### src/rtl/ticket_pkg.sv
// Shared types, coin codes, unit prices and price helpers for the ticket
// vending controller.
package ticket_pkg;

  typedef enum logic [2:0] {
    ST_IDLE,
    ST_PAY,
    ST_DISPENSE,
    ST_CHANGE,
    ST_DONE
  } state_t;

  // Inserted-coin codes on coin_value.
  localparam logic [1:0] COIN_1  = 2'd0;
  localparam logic [1:0] COIN_5  = 2'd1;
  localparam logic [1:0] COIN_10 = 2'd2;
  localparam logic [1:0] COIN_20 = 2'd3;

  // Ejected change-coin codes on change_coin.
  localparam logic [1:0] CHG_1  = 2'd0;
  localparam logic [1:0] CHG_5  = 2'd1;
  localparam logic [1:0] CHG_10 = 2'd2;

  // Unit prices per ticket type.
  localparam logic [7:0] PRICE_5  = 8'd5;
  localparam logic [7:0] PRICE_10 = 8'd10;
  localparam logic [7:0] PRICE_20 = 8'd20;
  localparam logic [7:0] PRICE_30 = 8'd30;

  function automatic logic [7:0] unit_price(input logic [2:0] ticket_type);
    case (ticket_type)
      3'd0:    return PRICE_5;
      3'd1:    return PRICE_10;
      3'd2:    return PRICE_20;
      default: return PRICE_30;
    endcase
  endfunction

  // Largest case is 30 x 7 = 210, so 8 bits never overflow.
  function automatic logic [7:0] price(input logic [2:0] ticket_type,
                                       input logic [2:0] ticket_count);
    logic [7:0] unit;
    unit = unit_price(ticket_type);
    return unit * {5'd0, ticket_count};
  endfunction

  function automatic logic [7:0] coin_amount(input logic [1:0] code);
    case (code)
      COIN_1:  return 8'd1;
      COIN_5:  return 8'd5;
      COIN_10: return 8'd10;
      default: return 8'd20;
    endcase
  endfunction

endpackage

### src/rtl/change_gen.sv
// Change decomposition: loads an amount on start, then ejects one coin per
// cycle (largest of 10/5/1 not exceeding the remainder) until nothing is left.
module change_gen
  import ticket_pkg::*;
(
  input  logic       clk,
  input  logic       rst,
  input  logic       start,
  input  logic [7:0] amount,
  output logic       done,
  output logic       pulse,
  output logic [1:0] coin
);

  logic [7:0] remainder;
  logic       active;
  logic [1:0] pick_code;
  logic [7:0] pick_value;

  // Select the largest coin that still fits in the remainder.
  always_comb begin
    // NOTE: every output of a combinational block gets a default first, so no path leaves it unassigned and infers a latch.
    pick_code  = CHG_1;
    pick_value = 8'd1;
    if (remainder >= 8'd10) begin
      pick_code  = CHG_10;
      pick_value = 8'd10;
    end else if (remainder >= 8'd5) begin
      pick_code  = CHG_5;
      pick_value = 8'd5;
    end
  end

  // Finished once the loaded amount has been fully paid out (immediately for zero).
  assign done = active && (remainder == 8'd0);

  // Remainder register and registered coin pulse generation.
  always_ff @(posedge clk or negedge rst) begin
    if (!rst) begin
      remainder <= 8'd0;
      active    <= 1'b0;
      pulse     <= 1'b0;
      coin      <= 2'd0;
    end else begin
      pulse <= 1'b0;
      if (start) begin
        remainder <= amount;
        active    <= 1'b1;
      end else if (active) begin
        if (remainder == 8'd0) begin
          active <= 1'b0;
        end else begin
          pulse     <= 1'b1;
          coin      <= pick_code;
          remainder <= remainder - pick_value;
        end
      end
    end
  end

endmodule

### src/rtl/ticket_ctrl.sv
// Ticket vending controller: collects coins, dispenses tickets on a valid
// confirm, pays change through change_gen and holds the display in DONE.
module ticket_ctrl
  import ticket_pkg::*;
#(
  parameter int HOLD_CYCLES = 100
) (
  input  logic       clk,
  input  logic       rst,
  input  logic [2:0] sel_type,
  input  logic [2:0] sel_count,
  input  logic       coin_valid,
  input  logic [1:0] coin_value,
  input  logic       confirm,
  input  logic       cancel,
  output logic [7:0] money,
  output logic [2:0] ticketType,
  output logic [2:0] ticketCount,
  output logic [7:0] moneyReturn,
  output logic       ticket_pulse,
  output logic       change_pulse,
  output logic [1:0] change_coin,
  output logic       coin_reject,
  output logic       busy
);

  localparam int HW = (HOLD_CYCLES > 1) ? $clog2(HOLD_CYCLES) : 1;

  state_t      state;
  logic [2:0]  tickets_left;
  logic [HW-1:0] hold_cnt;

  logic [7:0]  price_now;
  logic [8:0]  coin_sum;
  logic        coin_accept;
  logic [7:0]  money_next;
  logic        cancel_go;
  logic        confirm_go;
  logic        dispense_end;
  logic        change_start;
  logic [7:0]  change_amount;
  logic        change_done;

  assign price_now   = price(ticketType, ticketCount);
  // Ninth bit of the sum flags a coin that would push credit past 255.
  assign coin_sum    = {1'b0, money} + {1'b0, coin_amount(coin_value)};
  assign coin_accept = coin_valid &&
                       ((state == ST_IDLE) || ((state == ST_PAY) && !coin_sum[8]));
  assign money_next  = coin_accept ? coin_sum[7:0] : money;

  // Cancel beats a same-cycle confirm; a coin in the same cycle as confirm wins.
  assign cancel_go    = (state == ST_PAY) && cancel;
  assign confirm_go   = (state == ST_PAY) && confirm && !cancel && !coin_valid &&
                        (ticketCount != 3'd0) && (money >= price_now);
  assign dispense_end = (state == ST_DISPENSE) && (tickets_left == 3'd0);

  assign change_start  = cancel_go || dispense_end;
  assign change_amount = cancel_go ? money_next : (money - price_now);

  change_gen u_change_gen (
    .clk    (clk),
    .rst    (rst),
    .start  (change_start),
    .amount (change_amount),
    .done   (change_done),
    .pulse  (change_pulse),
    .coin   (change_coin)
  );

  // Transaction FSM with registered display, ticket, reject and busy outputs.
  always_ff @(posedge clk or negedge rst) begin
    if (!rst) begin
      state        <= ST_IDLE;
      money        <= 8'd0;
      moneyReturn  <= 8'd0;
      ticketType   <= 3'd0;
      ticketCount  <= 3'd0;
      ticket_pulse <= 1'b0;
      coin_reject  <= 1'b0;
      busy         <= 1'b0;
      tickets_left <= 3'd0;
      hold_cnt     <= '0;
    end else begin
      // NOTE: sequential state uses non-blocking assignments so every register samples pre-edge values.
      ticket_pulse <= 1'b0;
      coin_reject  <= coin_valid && !coin_accept;
      case (state)
        ST_IDLE: begin
          ticketType  <= sel_type;
          ticketCount <= sel_count;
          money       <= money_next;
          if (coin_accept) state <= ST_PAY;
        end
        ST_PAY: begin
          money <= money_next;
          if (cancel_go) begin
            moneyReturn <= change_amount;
            busy        <= 1'b1;
            state       <= ST_CHANGE;
          end else if (confirm_go) begin
            tickets_left <= ticketCount;
            busy         <= 1'b1;
            state        <= ST_DISPENSE;
          end
        end
        ST_DISPENSE: begin
          if (tickets_left != 3'd0) begin
            ticket_pulse <= 1'b1;
            tickets_left <= tickets_left - 3'd1;
          end else begin
            moneyReturn <= change_amount;
            state       <= ST_CHANGE;
          end
        end
        ST_CHANGE: begin
          if (change_done) begin
            hold_cnt <= HW'(HOLD_CYCLES - 1);
            state    <= ST_DONE;
          end
        end
        ST_DONE: begin
          if (hold_cnt == '0) begin
            money       <= 8'd0;
            moneyReturn <= 8'd0;
            busy        <= 1'b0;
            state       <= ST_IDLE;
          end else begin
            hold_cnt <= hold_cnt - 1'b1;
          end
        end
        default: state <= ST_IDLE;
      endcase
    end
  end

endmodule

### config.mk
export PLATFORM = sky130hd
export DESIGN_NAME = ticket_ctrl
export DESIGN_NICKNAME = d
export VERILOG_FILES = /design/src/rtl/ticket_pkg.sv /design/src/rtl/change_gen.sv /design/src/rtl/ticket_ctrl.sv
export SDC_FILE = /design/constraint.sdc
export NUM_CORES = 1
export LEC_CHECK = 0
export ABC_AREA = 1
export BUFFER_PORTS_ARGS = -buffer_cell sky130_fd_sc_hd__clkbuf_2
export CORE_ASPECT_RATIO = 1.5
export CORE_MARGIN = 3
export CORE_UTILIZATION = 47
export DETAILED_ROUTE_END_ITERATION = 16
export GPL_TIMING_DRIVEN = 0
export PLACE_DENSITY = 0.74
export SYNTH_ARGS = -nofsm -noshare
export SYNTH_HDL_FRONTEND = slang
export SYNTH_SLANG_ARGS = --single-unit
### constraint.sdc
create_clock -name clk -period 8.4 [get_ports clk]
set_input_delay 0.42 -clock clk [delete_from_list [all_inputs] [get_ports clk]]
set_output_delay 0.42 -clock clk [all_outputs]
set_load 0.1 [all_outputs]
== Word-level counts from Yosys, hierarchy flattened ==
Cells that the tools add are included.

* Bits in registers: 50
* Bits in latches: 0
* Memory bits (writable): 0
* ROM bits: 0
* Input bits: 13
* Output and inout port bits: 28
* Word-level logic and storage cells: 124
* Memories: 0

* $add $sub $neg: 5
* Multipliers: 1
* Div/mod/pow operators: 0
* Order comparisons: 3
* Eq/ne operators: 19
* Shift operators: 0
* Multiplexer cells: 40
* Bitwise gates (word level): 2
* Reductions and logical operators: 40

{| class="wikitable"
|+ Operators by type and width
! cell !! count
|-
| 2-to-1 mux 8 bit || 9
|-
| 2-to-1 mux 3 bit || 10
|-
| one-hot mux 5 bit (3 select lines) || 2
|-
| one-hot mux 8 bit (3 select lines) || 1
|-
| != test 2 bit (second input constant) || 9
|-
| one-hot mux 8 bit (2 select lines) || 1
|-
| subtractor 8 bit || 2
|-
| one-hot mux 3 bit (5 select lines) || 1
|-
| 2-to-1 mux 7 bit || 2
|-
| one-hot mux 7 bit (2 select lines) || 1
|-
| logical AND 1 bit || 11
|-
| 2-to-1 mux 1 bit || 10
|-
| nonzero test 2 bit || 5
|-
| adder 8 x 8 -> 9 bit || 1
|-
| == test 3 x 2 -> 1 bit (second input constant) || 3
|-
| logical NOT 3 bit || 3
|-
| AND reduction 3 bit || 3
|-
| nonzero test 3 bit || 3
|-
| greater-or-equal comparator 8 x 3 -> 1 bit (second input constant) || 1
|-
| greater-or-equal comparator 8 x 4 -> 1 bit (second input constant) || 1
|-
| greater-or-equal comparator 8 bit || 1
|-
| logical NOT 8 bit || 1
|-
| multiplier 8 x 3 -> 8 bit || 1
|-
| AND reduction 4 bit || 2
|-
| other kinds (19) || 26
|}

== Longest topological paths before layout ==
Gate-level depths: netlist of the first run.

* Depth after elaboration: 11
* Mapped depth: 21
* Gate-level depth less buffers: 21

== Hierarchy ==
Synthesis of the first run repeated with hierarchy kept, for this count alone.

* Cell total of the unflattened synthesis: 543
* Area, all modules: 3897.5 sq um

{| class="wikitable"
|+ Modules (own cells, without submodules)
! module !! times used !! cells each !! area each (sq um) !! seq. area each (sq um)
|-
| ticket_ctrl || 1 || 423 || 3029.2 || 950.9
|-
| change_gen || 1 || 120 || 868.3 || 300.3
|}

== Worst setup path after synthesis of the first run ==
OpenSTA, ideal clock, no wires.

* Path kind: register to register
* Start point: reg ticketType[2]
* End point: reg tickets_left[0]
* Library setup time: 125 ps
* Arrival: 3824 ps
* Data required time: 8275 ps
* Slack: 4451 ps
* Stages on the path, launching flop included: 20
* Buffers on the path: 0
* Clock period less this slack: 3949 ps
* Path through: dfrtp_1 > nor2_1 > nand2_1 > nor2_1 > fa_1 > ha_1 > fa_1 > a21oi_1 > o21ai_0 > xnor2_1 > ha_1 > nand2_1 > nor2_1 > nand2_1 > o2111ai_1 > nand2_1 > nand2_1 > nand2_2 > nand2_1 > o21ai_1

* Longest elaborated chain between the ends: 7
* Elaborated cells between the ends (all ways): 9
* Those cells by class: 1 x mul; 1 x order compare; 3 x eq/ne; 1 x mux; 3 x reduce/logical

{| class="wikitable"
|+ RTL lines
! element !! line !! text
|-
| start, declared || ticket_ctrl.sv:17 || <nowiki>output logic [2:0] ticketType,</nowiki>
|-
| start signal, assigned || ticket_ctrl.sv:89 || <nowiki>ticketType <= sel_type;</nowiki>
|-
| == test 3 x 2 -> 1 bit, or another cell as far along || ticket_pkg.sv:31 || <nowiki>case (ticket_type)</nowiki>
|-
| one-hot mux 5 bit (3 select lines) * || ticket_pkg.sv:31 ||
|-
| multiplier 8 x 3 -> 8 bit * || ticket_pkg.sv:44 || <nowiki>return unit * {5'd0, ticket_count};</nowiki>
|-
| greater-or-equal comparator 8 bit * || ticket_ctrl.sv:54 || <nowiki>(ticketCount != 3'd0) && (money >= price_now);</nowiki>
|-
| logical AND 1 bit * || ticket_ctrl.sv:54 ||
|-
| != test 2 bit (no source line) * || n/a ||
|-
| AND reduction 4 bit (no source line) * || n/a ||
|-
| end signal, assigned || ticket_ctrl.sv:101 || <nowiki>tickets_left <= ticketCount;</nowiki>
|-
| end signal, assigned || ticket_ctrl.sv:109 || <nowiki>tickets_left <= tickets_left - 3'd1;</nowiki>
|-
| end, declared || ticket_ctrl.sv:30 || <nowiki>logic [2:0] tickets_left;</nowiki>
|}

Mark *: on every way between the ends. The rest lies on a longest branch, timed or not.
A chain may end at the register's enable or synchronous reset.

== Worst setup path in the final report of the first run ==
* Start point: reg ticketType[1]
* End point: reg tickets_left[0]

The elaborated chain is that of the path after synthesis.

==> flow_metrics.env, run 1 <==
export IMPL_synth_cells=488
export IMPL_post_dp_hpwl_um=6620
export IMPL_yosysUniqueCellTypes=37
export IMPL_layout_worst_path_cycle_share=0.474
export IMPL_critPathCaptureType="register"
export IMPL_die_h_um=114
export IMPL_numCtsBuffers=5
export IMPL_grt_overflow=0
export IMPL_slew_violations=0
export IMPL_max_freq_mhz=251
export IMPL_required_ps=8590
export IMPL_tns_ps=0
export IMPL_cp_arrival_ps=4170
export IMPL_cts_root_buffer="clkbuf_8"
export IMPL_cts_buffer_depth=2
export IMPL_fp_dieW_um=77.8
export IMPL_clk_latency_ps=310
export IMPL_core_um2=7370
export IMPL_netlist_area_leader_share=0.344
export IMPL_cts_tree="yes"
export IMPL_rsz0062_at_grt="false"
export IMPL_reg2reg_from="ticketType[1]"
export IMPL_final_hold_violation_count=0
export IMPL_io_pin_count=41
export IMPL_final_cell_mix="nand2_1, inv_1, dfrtp_1"
export IMPL_clock_sinks=50
export IMPL_drv_cap=0
export IMPL_h_tree_depth=2
export IMPL_die_area_um2=8840
export IMPL_start_util=0.493
export IMPL_drc_errors=0
export IMPL_syn_area_um2=3630
export IMPL_grt_antenna_before_repair=0
export IMPL_worstReg2RegEnd="tickets_left[0]"
export IMPL_clk_pin_slew_ps=90
export IMPL_drt_total_wl_um=8170
export IMPL_drt_initial_drc_count=176
export IMPL_cts_setup_buffers=0
export IMPL_hold_path_class="input pin to async pin"
export IMPL_relSlewSlack=0.512
export IMPL_fin_nets=583
export IMPL_path_max_fanout=7
export IMPL_num_rows=38
export IMPL_wl_per_cell_um=12.9
export IMPL_dr_total_vias=3231
export IMPL_startpoint="ticketType[1]"
export IMPL_status="complete, no violations"
export IMPL_grt_max_degree=51
export IMPL_grt_pass1_vias=3276
export IMPL_syn_nets=536
export IMPL_ant_nets=0
export IMPL_post_route_min_period_ps=3980
export IMPL_ys_ff_latch=50
export IMPL_final_common_cell="nand2_1"
export IMPL_grt_usage=0.199
export IMPL_cp_start_kind="register"
export IMPL_post_cts_resized=0
export IMPL_reg2reg_depth=19
export IMPL_drive_gt1_frac=0.127
export IMPL_yosys_top_cells_area="dfrtp_1, nand2_1, ha_1"
export IMPL_synth_avg_cell_area_um2=7.45
export IMPL_first_pass_iters=4
export IMPL_ys_seq_area_frac=0.344
export IMPL_gp_congestion=0.953
export IMPL_skew_ps=14.1
export IMPL_tightestPinTransition_ps=725
export IMPL_endpoint="tickets_left[0]"
export IMPL_cts_hold_buf=0
export IMPL_yosysWarnings=0
export IMPL_syn2layout_area_growth_pct=11.5
export IMPL_path_class="register to register"
export IMPL_grt_pass1_wl_um=14200
export IMPL_yosys_area_top_type="dfrtp_1"
export IMPL_post_route_util=0.550
export IMPL_r2r_slack_ps=4420
export IMPL_setup_viol=0
export IMPL_io_buffer_count=39
export IMPL_n_antenna_cell=0
export IMPL_via_per_inst=5.09
## final cells by class
class                   instances  area [um^2]
repair buffers                 40          215
inverters                      72          270
multi-input cells             362         2090
fillers                       725         3320
plain buffers                   4         23.8
well taps                     100          125
clock buffers                   7         76.3
flip-flops and latches         50         1250
## flip-flops by register name, summed over array words and instances, names as in the netlist, 2 cells and up
name	cells
hold_cnt	7
state	3
money	8
ticketCount	3
tickets_left	3
u_change_gen.coin	2
moneyReturn	8
ticketType	3
u_change_gen.remainder	8
## through the flow
step | area, um^2 | worst slack (ps) | hold WS [ps] | std cells
detailed placement | 3950 | 4440 | 467 | 627
floorplan | 3630 | 4450 | 124 | 488
global placement | 3950 | 4560 | 465 | 627
finish | 4050 | 4420 | 79.5 | 635
global route | 4050 | 4100 | 115 | 635
CTS | 4030 | 4420 | 340 | 634
## worst max-delay path: stages, from the launching register on
cell and delay, ps:
dfrtp_1 410, nor2_1 340, nand2_1 150, nor2_1 180, fa_1 450, ha_1 260, fa_1 410, a21oi_1 170
o21ai_0 110, xnor2_1 140, ha_1 350, nand2_1 100, nor2_1 140, nand2_1 70, o2111ai_1 120, nand2_1 160
nand2_1 100, nand2_2 90, nand2_1 80, o21ai_1 60
## kinds of logic after synthesis
| group | Yosys count | share of synthesized area |
|---|---|---|
| mux | 2 | 0.00620 |
| compound gates | 70 | 0.113 |
| xor+xnor | 17 | 0.0410 |
| fa+ha+maj | 35 | 0.135 |
| buf+inv | 76 | 0.0809 |
| simple gates | 238 | 0.280 |
| flops | 50 | 0.344 |
## cell usage after synthesis
cell type    n
a21boi_0     1
a21oi_1     22
a21oi_2      2
a22oi_1      1
a31oi_1      4
a31oi_4      1
buf_2        1
buf_6        1
clkbuf_1     2
dfrtp_1     50
fa_1         7
ha_1        28
inv_1       68
inv_2        4
mux2_2       2
nand2_1    141
nand2_2      3
nand3_1     39
nand3_4      1
nand3b_1     1
nand4_1      5
nor2_1      38
nor2_2       2
nor2_4       1
nor3_1       2
nor3_4       1
o2111ai_1    1
o21a_1       1
o21ai_0     23
o21ai_1      7
o221ai_2     1
o22ai_1      5
o31ai_1      1
or2_0        1
or2_2        3
xnor2_1      7
xor2_1      10
## worst min-delay path by stage
| stage | from | end | slack [ps] |
|---|---|---|---|
| after floorplan | rst | busy | 120 |
| after global placement | moneyReturn[4] | moneyReturn[4] | 470 |
| after detailed placement | moneyReturn[4] | moneyReturn[4] | 470 |
| after CTS | sel_type[2] | ticketType[2] | 340 |
| after global routing | rst | moneyReturn[6] | 120 |
| final | rst | moneyReturn[6] | 80 |
## per-layer routing
metal | part of all wire | vias up | global-route usage | routed length (um)
met3 | 0.031 | 13 | 0.0221 | 254
met2 | 0.54 | 63 | 0.376 | 4440
met4 | 0.023 | 0 | 0.0986 | 190
met5 | 0 | - | 0 | 0
met1 | 0.40 | 1487 | 0.216 | 3290
li1 | - | 1668 | - | -
Power of run 1 is not shown: default switching activity piles up to over one toggle a cycle in this logic, so the estimate is an artifact.
==> run 2: changes to the inputs <==
clock period = 4 ns   (was 8.4 ns; I/O delays follow)
==> run 2 against run 1 <==
Against the previous run:
- core utilization up 0.37 points
- via count up 0.68%
- critical path depth down 1
- final cell count up 0.31%
- worst setup slack worse by 4100 ps
- non-clock buffer count up 2
- clock-buffer cell count unchanged
- critical path type unchanged
- highest routed layer unchanged
==> flow_metrics.env, run 2 (synthesis results as in run 1) <==
export IMPL_drt_initial_drc_count=165
export IMPL_final_hold_violation_count=0
export IMPL_grt_max_degree=51
export IMPL_numCtsBuffers=5
export IMPL_h_tree_depth=2
export IMPL_gr_usage_met1=0.216
export IMPL_io_pin_count=41
export IMPL_reg_top3="moneyReturn (8), money (8), u_change_gen.remainder (8)"
export IMPL_clock_sinks=50
export IMPL_max_freq_mhz=269
export IMPL_required_ps=4190
export IMPL_grt_overflow=0
export IMPL_met3_usage=0.0221
export IMPL_die_area_um2=8840
export IMPL_fin_nets=585
export IMPL_post_route_min_period_ps=3710
export IMPL_relSlewSlack=0.512
export IMPL_post_dp_hpwl_um=6620
export IMPL_cp_start_kind="register"
export IMPL_io_buffer_count=39
export IMPL_final_common_cell="nand2_1"
export IMPL_hold_path_class="input pin to register"
export IMPL_status="complete, no violations"
export IMPL_core_um2=7370
export IMPL_drt_total_wl_um=8180
export IMPL_critPathCaptureType="register"
export IMPL_die_h_um=114
export IMPL_skew_ps=11.6
export IMPL_drc_errors=0
export IMPL_grt_pass1_wl_um=14200
export IMPL_clk_pin_slew_ps=80
export IMPL_via_per_inst=5.11
export IMPL_cts_buffer_depth=2
export IMPL_tns_ps=0
export IMPL_startpoint="ticketType[0]"
export IMPL_first_pass_iters=4
export IMPL_min_from="sel_type[2]"
export IMPL_cts_tree="yes"
export IMPL_path_class="register to register"
export IMPL_use_met2=0.376
export IMPL_grt_pass1_vias=3276
export IMPL_fp_dieW_um=77.8
export IMPL_dr_total_vias=3253
export IMPL_post_place_cells=627
export IMPL_wl_per_cell_um=12.8
export IMPL_gp_congestion=0.953
export IMPL_path_max_fanout=6
export IMPL_syn2layout_area_growth_pct=12.2
export IMPL_rsz0062_at_grt="false"
export IMPL_cts_root_buffer="clkbuf_8"
export IMPL_n_antenna_cell=0
export IMPL_num_rows=38
export IMPL_clk_latency_ps=310
export IMPL_final_cell_mix="nand2_1, inv_1, dfrtp_1"
export IMPL_start_util=0.493
export IMPL_cp_arrival_ps=3900
export IMPL_layout_worst_path_cycle_share=0.928
export IMPL_tightestPinTransition_ps=725
export IMPL_drv_cap=0
export IMPL_fin_cells=637
export IMPL_setup_viol=0
export IMPL_reg2reg_from="ticketType[0]"
export IMPL_slew_violations=0
export IMPL_grt_usage=0.199
export IMPL_drive_gt1_frac=0.132
export IMPL_grt_antenna_before_repair=0
export IMPL_busiest_layer="met2"
export IMPL_ant_nets=0
-- run 2: stage by stage --
stage	hold slack (ps)	worst slack [ps]	cell area, um^2	utilization
after global placement	432	162	3950	0.537
final	133	289	4080	0.553
after CTS	120	18.3	4030	0.547
after floorplan	-95.6	50.8	3630	-
after global routing	123	9.76	4080	0.553
after detailed placement	437	41.0	3950	0.537
-- run 2: worst paths after layout --
kind                                        end  cells past startpoint  slack, ps
min in group asynchronous        moneyReturn[6]                      2        400
worst min-delay path              ticketType[2]                      2        130
max in group asynchronous                  busy                      3       3060
worst min register to register   moneyReturn[4]                      2        480
worst max-delay path            tickets_left[0]                     18        290
worst max register to register  tickets_left[0]                     18        290
-- run 2: final cells by class --
| type | count | area (um^2) |
|---|---|---|
| inverters | 72 | 270 |
| plain buffers | 4 | 23.8 |
| flip-flops and latches | 50 | 1250 |
| fillers | 722 | 3290 |
| multi-input cells | 362 | 2100 |
| clock buffers | 7 | 76.3 |
| well taps | 100 | 125 |
| repair buffers | 42 | 233 |
-- run 2: timing repair --
action | CTS | global route
hold buffers | 0 | 1
endpoints found under the hold margin | 0 | 22
setup buffers | 0 | 1
gates resized for setup | 0 | 3
endpoints found under the setup margin | 0 | 7
-- run 2: metal layers --
metal / wire, um / vias up
li1: - / 1670
met1: 3330 / 1511
met2: 4420 / 56
met3: 209 / 16
met4: 221 / 0
met5: 0 / -
-- run 2: worst max-delay path, cell delays in order, from the launching register on --
cell and delay [ps]:
dfrtp_1 440, nor2_1 210, nor2_1 120, fa_1 490
ha_1 260, fa_1 410, a21oi_1 170, o21ai_0 110
xnor2_1 140, ha_1 350, nand2_1 100, nor2_1 140
nand2_1 70, o2111ai_1 120, nand2_1 160, nand2_1 100
nand2_2 90, nand2_1 80, o21ai_1 60
Power of run 2 is left out for the same reason.
